===== src/rtl/mbo53_pkg.sv =====
// Shared types for the ADC block arbiter: FSM state encoding and header byte layout.
package mbo53_pkg;

    typedef enum logic [2:0] {
        ST_IDLE,
        ST_ARB,
        ST_HDR,
        ST_STREAM,
        ST_DONE
    } state_t;

    localparam int HDR_LEN   = 4;
    localparam int HDR_CNT_W = 2;

    // Header beats: channel nibble, then sequence number MSB first.
    function automatic logic [7:0] hdr_byte(input logic [HDR_CNT_W-1:0] idx,
                                            input logic [3:0]           ch,
                                            input logic [23:0]          seq);
        case (idx)
            2'd0:    hdr_byte = {4'h0, ch};
            2'd1:    hdr_byte = seq[23:16];
            2'd2:    hdr_byte = seq[15:8];
            default: hdr_byte = seq[7:0];
        endcase
    endfunction

endpackage


===== src/rtl/adc_block_arbiter_rr_arbiter.sv =====
// Combinational round-robin pick: first requester at or after ptr, modulo N_CH.
module rr_arbiter
    import mbo53_pkg::*;
#(
    parameter int N_CH = 2,
    parameter int CH_W = 1
) (
    input  logic [N_CH-1:0] req,
    input  logic [CH_W-1:0] ptr,
    output logic [N_CH-1:0] grant,
    output logic [CH_W-1:0] grant_idx,
    output logic            grant_any
);

    int scan;

    always_comb begin
        grant     = '0;
        grant_idx = '0;
        grant_any = 1'b0;
        scan      = 0;
        for (int i = 0; i < N_CH; i++) begin
            scan = int'(ptr) + i;
            if (scan >= N_CH) scan = scan - N_CH;
            if (!grant_any && req[scan]) begin
                grant_any   = 1'b1;
                grant[scan] = 1'b1;
                grant_idx   = CH_W'(scan);
            end
        end
    end

endmodule


===== src/rtl/adc_block_arbiter.sv =====
// N-channel ADC FIFO to packet-stream block arbiter, one BLOCK_BYTES block per grant.
// Optional 4-beat channel/sequence header when ARB_HEADER_EN is defined.
//
// state     | meaning
// ----------+-----------------------------------------------------------
// ST_IDLE   | wait for any enabled channel holding a full block
// ST_ARB    | round-robin grant, latch channel, advance pointer
// ST_HDR    | emit 4 header beats (ARB_HEADER_EN builds only)
// ST_STREAM | read BLOCK_BYTES bytes from the granted FIFO, stall on ready/empty
// ST_DONE   | final beat leaves the output register, clear byte counter
module adc_block_arbiter
    import mbo53_pkg::*;
#(
    parameter int N_CH        = 2,
    parameter int DATA_W      = 8,
    parameter int BLOCK_BYTES = 256,
    parameter int SEQ_W       = 24,
    localparam int CH_W       = (N_CH > 1) ? $clog2(N_CH) : 1
) (
    input  logic                   clk,
    input  logic                   reset,
    input  logic [N_CH-1:0]        ch_enable,
    input  logic [N_CH-1:0]        ch_block_rdy,
    input  logic [N_CH-1:0]        ch_rdempty,
    input  logic [N_CH*DATA_W-1:0] ch_dout,
    output logic [N_CH-1:0]        ch_rdreq,
    input  logic                   pkt_ready,
    output logic                   pkt_valid,
    output logic [DATA_W-1:0]      pkt_data,
    output logic                   pkt_sop,
    output logic                   pkt_eop,
    output logic [CH_W-1:0]        pkt_ch,
    output logic                   underrun_err
);

    localparam int              CNT_W = $clog2(BLOCK_BYTES) + 1;
    localparam logic [CNT_W-1:0] BLK  = CNT_W'(BLOCK_BYTES);
    localparam logic [CNT_W-1:0] LAST = CNT_W'(BLOCK_BYTES - 1);

    state_t            state_q, state_d;
    logic [CNT_W-1:0]  rd_cnt;
    logic [CH_W-1:0]   rr_ptr, ch_q, grant_idx;
    logic [N_CH-1:0]   req, grant, sel_q;
    logic              grant_any, rd_fire, last_rd;
    logic              beat_q, sop_q, eop_q, underrun_q;

    assign req = ch_block_rdy & ch_enable;

    rr_arbiter #(.N_CH(N_CH), .CH_W(CH_W)) u_rr (
        .req       (req),
        .ptr       (rr_ptr),
        .grant     (grant),
        .grant_idx (grant_idx),
        .grant_any (grant_any)
    );

    assign rd_fire  = (state_q == ST_STREAM) && pkt_ready && !ch_rdempty[ch_q] && (rd_cnt < BLK);
    assign last_rd  = rd_fire && (rd_cnt == LAST);
    assign ch_rdreq = rd_fire ? sel_q : '0;

`ifdef ARB_HEADER_EN
    logic [HDR_CNT_W-1:0] hdr_cnt;
    logic [7:0]           hdr_q;
    logic                 hdr_beat_q, hdr_fire;
    logic [SEQ_W-1:0]     seq_q;

    assign hdr_fire = (state_q == ST_HDR) && pkt_ready;
`endif

    always_comb begin
        state_d = state_q;
        case (state_q)
            ST_IDLE:   if (|req) state_d = ST_ARB;
`ifdef ARB_HEADER_EN
            ST_ARB:    state_d = grant_any ? ST_HDR : ST_IDLE;
            ST_HDR:    if (hdr_fire && hdr_cnt == HDR_CNT_W'(HDR_LEN - 1)) state_d = ST_STREAM;
`else
            ST_ARB:    state_d = grant_any ? ST_STREAM : ST_IDLE;
            ST_HDR:    state_d = ST_IDLE;
`endif
            ST_STREAM: if (last_rd) state_d = ST_DONE;
            ST_DONE:   state_d = ST_IDLE;
            default:   state_d = ST_IDLE;
        endcase
    end

    always_ff @(posedge clk) begin
        if (reset) begin
            state_q    <= ST_IDLE;
            rd_cnt     <= '0;
            rr_ptr     <= '0;
            ch_q       <= '0;
            sel_q      <= '0;
            beat_q     <= 1'b0;
            sop_q      <= 1'b0;
            eop_q      <= 1'b0;
            underrun_q <= 1'b0;
`ifdef ARB_HEADER_EN
            hdr_cnt    <= '0;
            hdr_q      <= '0;
            hdr_beat_q <= 1'b0;
            seq_q      <= '0;
`endif
        end else begin
            state_q <= state_d;
            eop_q   <= last_rd;
`ifdef ARB_HEADER_EN
            beat_q     <= rd_fire || hdr_fire;
            sop_q      <= hdr_fire && (hdr_cnt == '0);
            hdr_beat_q <= hdr_fire;
            if (hdr_fire) begin
                hdr_q   <= hdr_byte(hdr_cnt, 4'(ch_q), 24'(seq_q));
                hdr_cnt <= hdr_cnt + 1'b1;
            end
            if (state_q == ST_DONE) seq_q <= seq_q + 1'b1;
`else
            beat_q <= rd_fire;
            sop_q  <= rd_fire && (rd_cnt == '0);
`endif
            if (state_q == ST_ARB && grant_any) begin
                ch_q   <= grant_idx;
                sel_q  <= grant;
                rr_ptr <= (grant_idx == CH_W'(N_CH - 1)) ? '0 : grant_idx + 1'b1;
            end
            if (state_q == ST_DONE)  rd_cnt <= '0;
            else if (rd_fire)        rd_cnt <= rd_cnt + 1'b1;
            if (state_q == ST_STREAM && ch_rdempty[ch_q]) underrun_q <= 1'b1;
        end
    end

    // FIFO dout already holds the byte one cycle after rdreq, so only the mux sits here.
    always_comb begin
        pkt_data = '0;
        if (beat_q) pkt_data = ch_dout[ch_q*DATA_W +: DATA_W];
`ifdef ARB_HEADER_EN
        if (hdr_beat_q) pkt_data = DATA_W'(hdr_q);
`endif
    end

    assign pkt_valid    = beat_q;
    assign pkt_sop      = sop_q;
    assign pkt_eop      = eop_q;
    assign pkt_ch       = ch_q;
    assign underrun_err = underrun_q;

endmodule


===== config.mk =====
export PLATFORM = sky130hd
export DESIGN_NAME = adc_block_arbiter
export DESIGN_NICKNAME = d
export VERILOG_FILES = /design/src/rtl/mbo53_pkg.sv /design/src/rtl/adc_block_arbiter_rr_arbiter.sv /design/src/rtl/adc_block_arbiter.sv
export SDC_FILE = /design/constraint.sdc
export NUM_CORES = 1
export LEC_CHECK = 0
export ABC_CLOCK_PERIOD_IN_PS = 1800
export BUFFER_PORTS_ARGS = -buffer_cell sky130_fd_sc_hd__buf_4
export CORE_UTILIZATION = 51
export CTS_BUF_LIST = sky130_fd_sc_hd__clkbuf_2
export CTS_CLUSTER_SIZE = 20
export DETAILED_ROUTE_END_ITERATION = 6
export GPL_ROUTABILITY_DRIVEN = 0
export PLACE_DENSITY = 0.92
export SETUP_SLACK_MARGIN = 0.15
export SLEW_MARGIN = 20
export SYNTH_ARGS = -nofsm -noshare
export SYNTH_HDL_FRONTEND = slang
export SYNTH_HIERARCHICAL = 1
export SYNTH_SLANG_ARGS = --single-unit

===== constraint.sdc =====
create_clock -name clk -period 1.8 [get_ports clk]
set_input_delay 0.09 -clock clk [delete_from_list [all_inputs] [get_ports clk]]
set_output_delay 0.09 -clock clk [all_outputs]
set_load 0.01 [all_outputs]

==> qor.yml <==
status: "complete, no violations"
synth_seq_area_share_pct: 35.96
maxSlewHeadroom_pct: 67.70
core_um2: 2002
drtAntennaViolNets: 0
setup_violations: 0
synthXorXnorAreaFrac_pct: 3.933
hold_path.class: "primary input to register"
cts-root-buf: "clkbuf_2"
fill_cells: 153
drt-total-wl_um: 2659
min_from: "pkt_ready"
areaGrowthSynthToFinish_pct: 33.03
syn-num-nets: 152
hpwlAfterDp_um: 1956
critPathLaunchType: "register"
p_int_w: 0.0005594
whs_endpoint: "rd_cnt[8]"
synth-compound-area-share_pct: 8.427
avgSynthCellArea_um2: 8.980
grt_pass1_wl_um: 4243
synth.area.top_cells: "dfxtp_1 (36%), mux2i_1 (13%), nor2_1 (5.4%)"
tns_ns: 0
maxSlewViolCount: 0
clockBufferDepth: 2
seq_power_share_pct: 61.3
dr.max_layer_used: "met4"
r2r-end: "state_q[0]"
fin_skew_ns: 0.002510
dr_wl_met3_um: 267
yosys_warnings: 6
worstSetupPathType: "register to output port"
ys_types: 36
cp_data_required_time_ns: 1.71
start_util_pct: 55.63
period_minus_slack_ns: 1.569
cp_max_fo: 6
yosys_register_bits: 20
synth_commonest_cells: "dfxtp_1 (20), nor2_1 (16), mux2i_1 (14)"
route.vias.total: 1047
dieArea_um2: 2374
switchingPower_w: 0.0001857
period_share_pct: 87.19
clkSinkCount: 20
fmax_ghz: 0.6372
muxShareOfSynthArea_pct: 13.93
route.met2.wl_um: 1250
netlist_area_um2: 1114
critical_path.endpoint_type: "output port"
grt_remaining_overflow: 0
via_per_inst: 5.425
drive_gt1_share_pct: 34.34
clkPwrFrac_pct: 23.7
whs_path_depth: 3
async_flop_share_pct: 0
final_cell_count_no_fill: 193
grt.total_usage_pct: 23.11
powerDensity_nw_per_um2: 502.9
synth_area_leader_cell: "dfxtp_1"
power_leakage_nw: 0.6155
cts_buffers: 3
nets: 196
io_buffers: 39
antenna_found_initial: 0
first_iter_violations: 34
regToRegSetupSlack_ns: 0.25
die_w_um: 48.73
swShare_pct: 24.92
reg2reg_from: "rd_cnt[0]"
arrival_ns: 1.48
cts_tree: "done"
hold_viol: 0
post-route-util_pct: 74.00
n_antenna_cell: 0
synthAdderAreaFrac_pct: 3.371
insertion_delay_ns: 0.31
rsz0062_at_grt: "no"
grt_max_degree: 12
synthSimpleGateAreaFrac_pct: 30.34
reg2regPathDepth: 6
synth_edf_count: 0
synth_top_area_share_pct: 35.96
htreeDepth: 1
combPwrFrac_pct: 15.0
grt_pass1_vias: 980
synth_top_family_by_area: "simple AND/OR/NAND/NOR gates"
dr.pass1.iters: 4
synth_top_flop_cell: "dfxtp_1"
drv_cap: 0
core.rowCount: 16
dpl.cell_count: 188
worstMarginPinSlew_ns: 0.4818
drcViolationCount: 0
pin_count: 40
syn-instance-count: 124
synth_most_common_cell: "dfxtp_1"
peakVddDrop_v: 0.0003965
dieHeight_um: 48.73
m1WireLength_um: 1088
clk_pin_slew_worst_paths_ns: 0.17
wl_per_cell_um: 13.78
-- per-layer routing --
layer	global-route usage, %	vias up
met5	0	-
met4	12.75	0
li1	-	512
met3	5.031	7
met1	26.67	466
met2	39.35	62
-- layout make-up --
class | instances | area, um^2 | share of cell area, %
tap | 27 | 33.78 | 2.280
inverter | 7 | 26.28 | 1.774
clock buffer | 3 | 15.01 | 1.014
multi-input combinational | 94 | 680.7 | 45.95
timing repair buffer | 42 | 317.8 | 21.45
sequential | 20 | 407.9 | 27.53
-- worst max-delay path, stage by stage (launching register included) --
cell,delay [ns]
dfxtp_4,0.40
and3b_2,0.29
and3_4,0.23
and2_1,0.13
buf_4,0.11
-- logic make-up (layout without fill, tap and decap cells) --
kind of cell	Yosys count	after routing
buffers and inverters	10	52
AO/OA/AOI/OAI	15	15
adder cells (fa/ha/maj)	3	3
XOR/XNOR	5	5
multiplexers	15	15
flip-flops	20	20
AND/OR/NAND/NOR	56	56
-- power groups by stage --
stage	logic, W	clock network, W	registers [W]
final	0.000111	0.000177	0.000457
after floorplan	0.0000540	0	0.000465
after global routing	0.000121	0.000195	0.000459
after CTS	0.000110	0.000180	0.000457
after detailed placement	0.000105	0	0.000467
after global placement	0.000101	0	0.000466
-- metrics by stage --
stage               hold slack (ns)  area, um^2  power (W)  setup slack [ns]
floorplan                    0.2537        1114  0.0005192            0.3225
finish                      0.04842        1481  0.0007451            0.2306
global placement             0.3478        1429  0.0005665            0.3967
detailed placement           0.3562        1429  0.0005714            0.2695
CTS                         0.02914        1469  0.0007481            0.1555
global route                0.03124        1481  0.0007754            0.1677
-- repair_timing --
| item | CTS | global route |
|---|---|---|
| setup endpoints to repair | 2 | 3 |
| hold buffers | 1 | 0 |
| gates resized for setup | 4 | 6 |
| buffers inserted | 1 | 0 |
| hold endpoints to repair | 1 | 0 |
-- placed cells by master (no fill, tap or decap), types with 4 or more instances in the layout --
| cell type | n |
|---|---|
| inv_1 | 7 |
| nor2b_1 | 8 |
| a21oi_1 | 5 |
| and2_1 | 4 |
| mux2i_1 | 13 |
| nand2_1 | 4 |
| buf_4 | 41 |
| dfxtp_1 | 16 |
| nor2_1 | 16 |
| xnor2_1 | 4 |
-- how the worst max path moves through the flow --
| stage | endpoint | cells past startpoint | slack [ns] | start |
|---|---|---|---|---|
| after detailed placement | rd_cnt[7] | 4 | 0.27 | pkt_ch |
| after global routing | ch_rdreq[0] | 4 | 0.17 | state_q[2] |
| after global placement | rd_cnt[5] | 4 | 0.40 | pkt_ch |
| final | ch_rdreq[1] | 4 | 0.23 | state_q[2] |
| after floorplan | rd_cnt[6] | 5 | 0.32 | pkt_ch |
| after CTS | ch_rdreq[1] | 4 | 0.16 | state_q[0] |
-- sequential cells by signal, indices dropped and copies added, names as in the netlist --
signal and cells:
state_q 3, pkt_eop 1, pkt_ch 1, pkt_valid 1, rd_cnt 9, pkt_sop 1
underrun_err 1, rr_ptr 1, sel_q 2
(Power assumes the default switching activity.)
